===== config.mk =====
export PLATFORM = sky130hd
export DESIGN_NAME = unstep_buffer
export DESIGN_NICKNAME = d
export VERILOG_FILES = /design/src/rtl/unstep_buffer.sv
export SDC_FILE = /design/constraint.sdc
export NUM_CORES = 1
export LEC_CHECK = 0
export ABC_AREA = 1
export CORE_MARGIN = 5
export CORE_UTILIZATION = 60
export DETAILED_ROUTE_END_ITERATION = 16
export GPL_ROUTABILITY_DRIVEN = 0
export GPL_TIMING_DRIVEN = 0
export PLACE_DENSITY = 0.85
export SLEW_MARGIN = 20
export SYNTH_ARGS = -nofsm -noshare
export SYNTH_HDL_FRONTEND = slang
export SYNTH_SLANG_ARGS = --single-unit

===== constraint.sdc =====
create_clock -name aclk -period 2.7 [get_ports aclk]
set_input_delay 0.675 -clock aclk [delete_from_list [all_inputs] [get_ports aclk]]
set_output_delay 0.675 -clock aclk [all_outputs]
set_load 0.03 [all_outputs]

===== src/rtl/unstep_buffer.sv =====
// unstep_buffer: re-aligns lane-staggered conv-unit outputs into one word per beat.
// Each lane is delayed by the complement of its input-side skew, then registered once.
module unstep_buffer #(
    parameter int WORD_WIDTH          = 32,
    parameter int STEPS               = 4,
    parameter int LATENCY_ACCUMULATOR = 4,
    parameter int TUSER_WIDTH         = 8
) (
    input  logic                   aclk,
    input  logic                   aresetn,
    input  logic                   aclken,
    input  logic                   is_1x1,
    input  logic                   clear_error,
    input  logic [STEPS-1:0]       s_valid,
    input  logic [STEPS-1:0]       s_last,
    input  logic [WORD_WIDTH-1:0]  s_data [STEPS],
    input  logic [TUSER_WIDTH-1:0] s_user [STEPS],
    output logic                   m_valid,
    output logic                   m_last,
    output logic [WORD_WIDTH-1:0]  m_data [STEPS],
    output logic [TUSER_WIDTH-1:0] m_user,
    output logic                   align_error
);

    localparam int A     = LATENCY_ACCUMULATOR;
    localparam int D_MAX = (STEPS > 1) ? (STEPS - 1) * (A - 2) + 1 : 0;
    localparam int LW    = 2 + TUSER_WIDTH + WORD_WIDTH;

    logic [LW-1:0]          w_in  [STEPS];
    logic [LW-1:0]          w_tap [STEPS];
    logic [STEPS-1:0]       w_a_valid;
    logic [STEPS-1:0]       w_a_last;
    logic [WORD_WIDTH-1:0]  w_a_data [STEPS];
    logic [TUSER_WIDTH-1:0] w_a_user [STEPS];

    logic w_all_valid;
    logic w_valid_mis;
    logic w_last_mis;
    logic w_valid_next;
    logic w_unused_user;

    for (genvar g = 0; g < STEPS; g++) begin : g_lane
        localparam int DEP = (g == 0) ? D_MAX : (STEPS - 1 - g) * (A - 2);

        assign w_in[g] = {s_valid[g], s_last[g], s_user[g], s_data[g]};

        if (DEP == 0) begin : g_wire
            assign w_tap[g] = w_in[g];
        end else begin : g_sr
            logic [LW-1:0] r_sr [DEP];

            // deskew shift register for this lane
            always_ff @(posedge aclk or negedge aresetn) begin
                if (!aresetn) begin
                    for (int k = 0; k < DEP; k++) r_sr[k] <= '0;
                end else if (aclken) begin
                    r_sr[0] <= w_in[g];
                    for (int k = 1; k < DEP; k++) r_sr[k] <= r_sr[k-1];
                end
            end

            assign w_tap[g] = r_sr[DEP-1];
        end

        // 1x1 streams arrive unskewed, so the chain is bypassed
        assign {w_a_valid[g], w_a_last[g], w_a_user[g], w_a_data[g]} =
            is_1x1 ? w_in[g] : w_tap[g];
    end

    // lane agreement checks on the re-aligned beat
    always_comb begin
        w_all_valid   = &w_a_valid;
        w_valid_mis   = (|w_a_valid) & ~w_all_valid;
        w_last_mis    = 1'b0;
        w_unused_user = 1'b0;
        for (int i = 0; i < STEPS; i++) begin
            if (w_a_valid[i] && (w_a_last[i] != w_a_last[0])) w_last_mis = 1'b1;
        end
        for (int i = 1; i < STEPS; i++) begin
            w_unused_user = w_unused_user ^ (^w_a_user[i]);
        end
        w_valid_next = w_all_valid & ~w_last_mis;
    end

    // common output register and sticky sync-error flag
    always_ff @(posedge aclk or negedge aresetn) begin
        if (!aresetn) begin
            m_valid     <= 1'b0;
            m_last      <= 1'b0;
            m_user      <= '0;
            align_error <= 1'b0;
            for (int i = 0; i < STEPS; i++) m_data[i] <= '0;
        end else if (aclken) begin
            m_valid     <= w_valid_next;
            m_last      <= w_a_last[0] & w_valid_next;
            m_user      <= w_a_user[0];
            align_error <= w_valid_mis | w_last_mis | (align_error & ~clear_error);
            for (int i = 0; i < STEPS; i++) m_data[i] <= w_a_data[i];
        end
    end

endmodule


Word level (Yosys, flattened, before mapping)
Index checks and enable logic that the tools add are counted.
{ "totals": {"input_bits": 173, "regBits": 685} }
{ "classes": {"n_reduce_logical": 5, "n_eq_ne": 3, "mux": 6, "n_bitwise": 9} }
{ "ops": {"columns": ["cell", "n"], "rows": [
  ["42-bit two-way mux", 3],
  ["1-bit AND", 4],
  ["4-bit AND reduction", 1],
  ["4-bit OR reduction", 1],
  ["1-bit logical AND", 3],
  ["1-bit two-way mux", 3],
  ["1-bit inequality test", 3],
  ["1-bit NOT", 3],
  ["1-bit OR", 2]
]} }

Logic depth before layout (Yosys ltp)
{ "depth": {"word_depth": 9, "mapped_depth": 11} }

Worst setup path after synthesis
Ideal clock, no wire load.
{ "synth_path": {"path_type": "input -> register", "start": "input port is_1x1", "end": "register align_error", "slack_ps": 1084, "arrival_ps": 1499, "setup_time_ps": 117, "stages": 11, "cell_sequence": "buf_6 > buf_6 > buf_8 > nand2_1 > nand2_1 > nor2_1 > nand2_1 > nand2_1 > nand4_1 > nand2_1 > nand2_1"} }
{ "synth_via": {"elab_chain_cells": 8, "elab_cells_between_ends": 18} }
{ "synth_lines": {"columns": ["item", "line", "text"], "rows": [
  ["start: declaration", "12", "input logic is_1x1,"],
  ["42-bit two-way mux", "67", "is_1x1 ? w_in[g] : w_tap[g];"],
  ["1-bit inequality test", "77", "if (w_a_valid[i] && (w_a_last[i] != w_a_last[0])) w_last_mis = 1'b1;"],
  ["1-bit logical AND", "77", null],
  ["1-bit two-way mux (3 in a row)", "77", null],
  ["1-bit OR * (2 in a row)", "97", "align_error <= w_valid_mis | w_last_mis | (align_error & ~clear_error);"],
  ["end signal: assignment", "97", null],
  ["end: declaration", "22", "output logic align_error"]
]} }
Mark *: on every way between the ends. The rest lies on a longest branch, timed or not.
A chain may end at the register's enable or synchronous reset.

Final worst setup path
{ "layout_path": {"start": "register m_user[2]", "end": "output port m_user[2]"} }
{ "layout_lines": {"columns": ["item", "line", "text"], "rows": [
  ["start: declaration", "21", "output logic [TUSER_WIDTH-1:0] m_user,"],
  ["start signal: assignment", "96", "m_user <= w_a_user[0];"]
]} }
No word-level cell between the ends.

==> results_dict.tcl <==
set metrics [dict create \
    io_buffers 285 \
    area_delta_synth_final_pct 23.67 \
    max-cap-violations 0 \
    htreeDepth 2 \
    cts_resized 0 \
    tritoncts "yes" \
    wl_per_cell_um 18.22 \
    crit_type "register to output pin" \
    yosys-top-cells-area "dfrtp_1 (64%), nand2_1 (24%), o21ai_0 (5.8%)" \
    synth_edf_count 0 \
    outcome "completed" \
    synthArstFlopShare_pct 100.0 \
    layout.nets 3363 \
    antenna_found_initial 7 \
    yosys_warnings 0 \
    synthFlopType "dfrtp_1" \
    first_global_vias 20990 \
    yosysSeqAreaShare_pct 64.17 \
    yosysMostFrequentCell "nand2_1" \
    rows 74 \
    wl_um 68830 \
    fp.dieW_um 213.5 \
    cp_slowest_cell "clkdlybuf4s50_1" \
    yosys.area.top_type_share_pct 64.17 \
    end_kind "output pin" \
    start_util_pct 60.69 \
    relSlewSlack_pct 46.75 \
    worst_pin_slew_ns 0.7988 \
    ys_ff_latch 637 \
    hold_class "register to register" \
    slew_viol_final 0 \
    layout_min_cycle_time_ns 2.469 \
    skew_ns 0.01279 \
    setup_viol_count_final 0 \
    first_pass_iters 6 \
    multi_input_area_um2 7819 \
    die_area_um2 45570 \
    clkSlewWorstSetupHoldPaths_ns 0.06 \
    p_per_area_nw_per_um2 771.9 \
    synth_area_um2 24840 \
    overflow 0 \
    path_cells "clkdlybuf4s50_1" \
    yosysTopAreaCell "dfrtp_1" \
    critical-path-top-delay-family "buffers and inverters" \
    ant_nets 0 \
    track_usage_pct 30.38 \
    worstSkewPairLatency_ns 0.62 \
    seqCellArea_um2 15940 \
    p_leak_nw 15.85 \
    fillers 2679 \
    post_dp_cell_area_um2 28550 \
    clockBufferDepth 3 \
    arrival_ns 1.79 \
    crit_fanout 2 \
    synthTopCellsByCount "nand2_1 (1560), dfrtp_1 (637), o21ai_0 (286)" \
    worst_ep_required_time_ns 2.03 \
    hold_violations 0 \
    die_y_um 213.5 \
    fin_setup_tns_ns 0 \
    fin_area_um2 30720 \
    first_iter_violations 2118 \
    grt_max_degree 99 \
    drive_gt1_share_pct 7.035 \
    synth_cells 2834 \
    ys_types 19 \
    peakVddDrop_uv 571.5 \
    vias 20740 \
    grt_pass1_wl_um 109800 \
    pin_count 312 \
    cts_made_buffers 61 \
    syn_nets 3007 \
    rsz0062_at_grt "false" \
    cpPeakStageDelay_ns 0.71 \
    drc_errors 0 \
    via_per_inst 5.489 \
    hpwl_um 47340 \
    cts_sinks 637 \
    root_buffer "clkbuf_16" \
    core_um2 40920 \
    fmax_ghz 0.4051 \
    avgSynthCellArea_um2 8.765 \
    cp-start-kind "register" \
    crit_buf_inv 1 \
    period_share_pct 91.43 \
]
==> power breakdown <==
group	leakage (nW)	internal [mW]	switching, mW
sequential	8.02	10.7	0.671
clock	1.05	5.40	3.60
combinational	6.78	1.25	2.09
==> worst min-delay path, delay by kind of cell (launching register included) <==
family | cells | cell delay [ns]
flip-flops | 1 | 0.33
AND/OR/NAND/NOR | 2 | 0.10
==> sequential cells by signal (all words and copies together) (netlist names) <==
| register | count |
|---|---|
| align_error | 1 |
| m_user | 8 |
| g_lane.g_sr.r_sr | 498 |
| m_last | 1 |
| m_valid | 1 |
| m_data | 128 |
==> kinds of logic (layout without fill, tap and decap cells) <==
kind of cell    count (synthesis)  count (layout)  synth area share [%]
compound gates                301             301                 6.075
buf+inv                       220             627                 4.347
flops                         637             637                 64.17
other cells                     0               5                     0
simple gates                 1676            1676                 25.40
==> layout by cell type, fill, tap and decap left out, types with 4 or more instances in the layout <==
master | netlist | layout
o21ai_1 | 14 | 14
nand3_1 | 4 | 4
clkinv_2 | 0 | 7
clkbuf_8 | 0 | 17
o21ai_0 | 286 | 286
buf_4 | 33 | 33
inv_1 | 52 | 52
nand2_1 | 1560 | 1560
bufinv_16 | 0 | 7
diode_2 | 0 | 5
clkdlybuf4s50_1 | 0 | 284
clkbuf_16 | 0 | 63
clkbuf_1 | 40 | 58
nor2_1 | 107 | 107
buf_1 | 7 | 7
buf_2 | 83 | 83
dfrtp_1 | 637 | 637
buf_16 | 0 | 7
==> path summary, 6_finish.rpt <==
path / start / to / slack, ns / cells after the start
hold reg to reg: g_lane[0].g_sr.r_sr[15]$_DFFE_PN0P_ / g_lane[0].g_sr.r_sr[15]$_DFFE_PN0P_ / 0.47 / 2
max in group asynchronous: aresetn / g_lane[1].g_sr.r_sr[105]$_DFFE_PN0P_ / 0.48 / 5
min in group asynchronous: aresetn / g_lane[0].g_sr.r_sr[5]$_DFFE_PN0P_ / 0.56 / 2
hold / removal: g_lane[0].g_sr.r_sr[15]$_DFFE_PN0P_ / g_lane[0].g_sr.r_sr[15]$_DFFE_PN0P_ / 0.47 / 2
setup reg to reg: g_lane[1].g_sr.r_sr[41]$_DFFE_PN0P_ / align_error$_DFFE_PN0P_ / 1.56 / 9
setup / recovery: m_user[2]$_DFFE_PN0P_ / m_user[2] / 0.23 / 1
==> final cells by class <==
cell class	instances	area share (%)
Antenna cell	5	0.04073
Tap cell	532	2.167
Sequential cell	637	51.89
Multi-Input combinational cell	1977	25.45
Buffer	166	2.855
Clock buffer	98	6.114
Timing Repair Buffer	293	9.963
Inverter	54	0.6599
Clock inverter	16	0.8513
==> timing repair <==
action / CTS / global route
hold endpoints to repair: 47 / 0
buffers inserted: 0 / 0
hold buffers: 1 / 0
==> stage by stage <==
step / instances / hold WS [ns] / total power, mW / worst slack [ns] / utilization (%)
finish: 3778 / 0.4662 / 23.71 / 0.2314 / 75.06
floorplan: 2834 / 0.3794 / 13.13 / 1.084 / -
CTS: 3773 / 0.4677 / 23.79 / 0.2205 / 75.03
global route: 3777 / 0.4838 / 24.67 / 0.1984 / 75.05
detailed placement: 3658 / 0.4533 / 14.79 / 0.2298 / 69.77
global placement: 3651 / 0.4478 / 14.63 / -25.63 / 69.29
==> layer usage <==
metal	part of all wire [%]	vias up	wire, µm	track usage [%]
li1	-	9446	-	-
met1	40	10150	27630	41.65
met2	48	965	32790	49.18
met3	8.7	176	5999	6.072
met4	3.5	4	2378	11.10
met5	0.046	-	32	0
(Power assumes the default switching activity.)
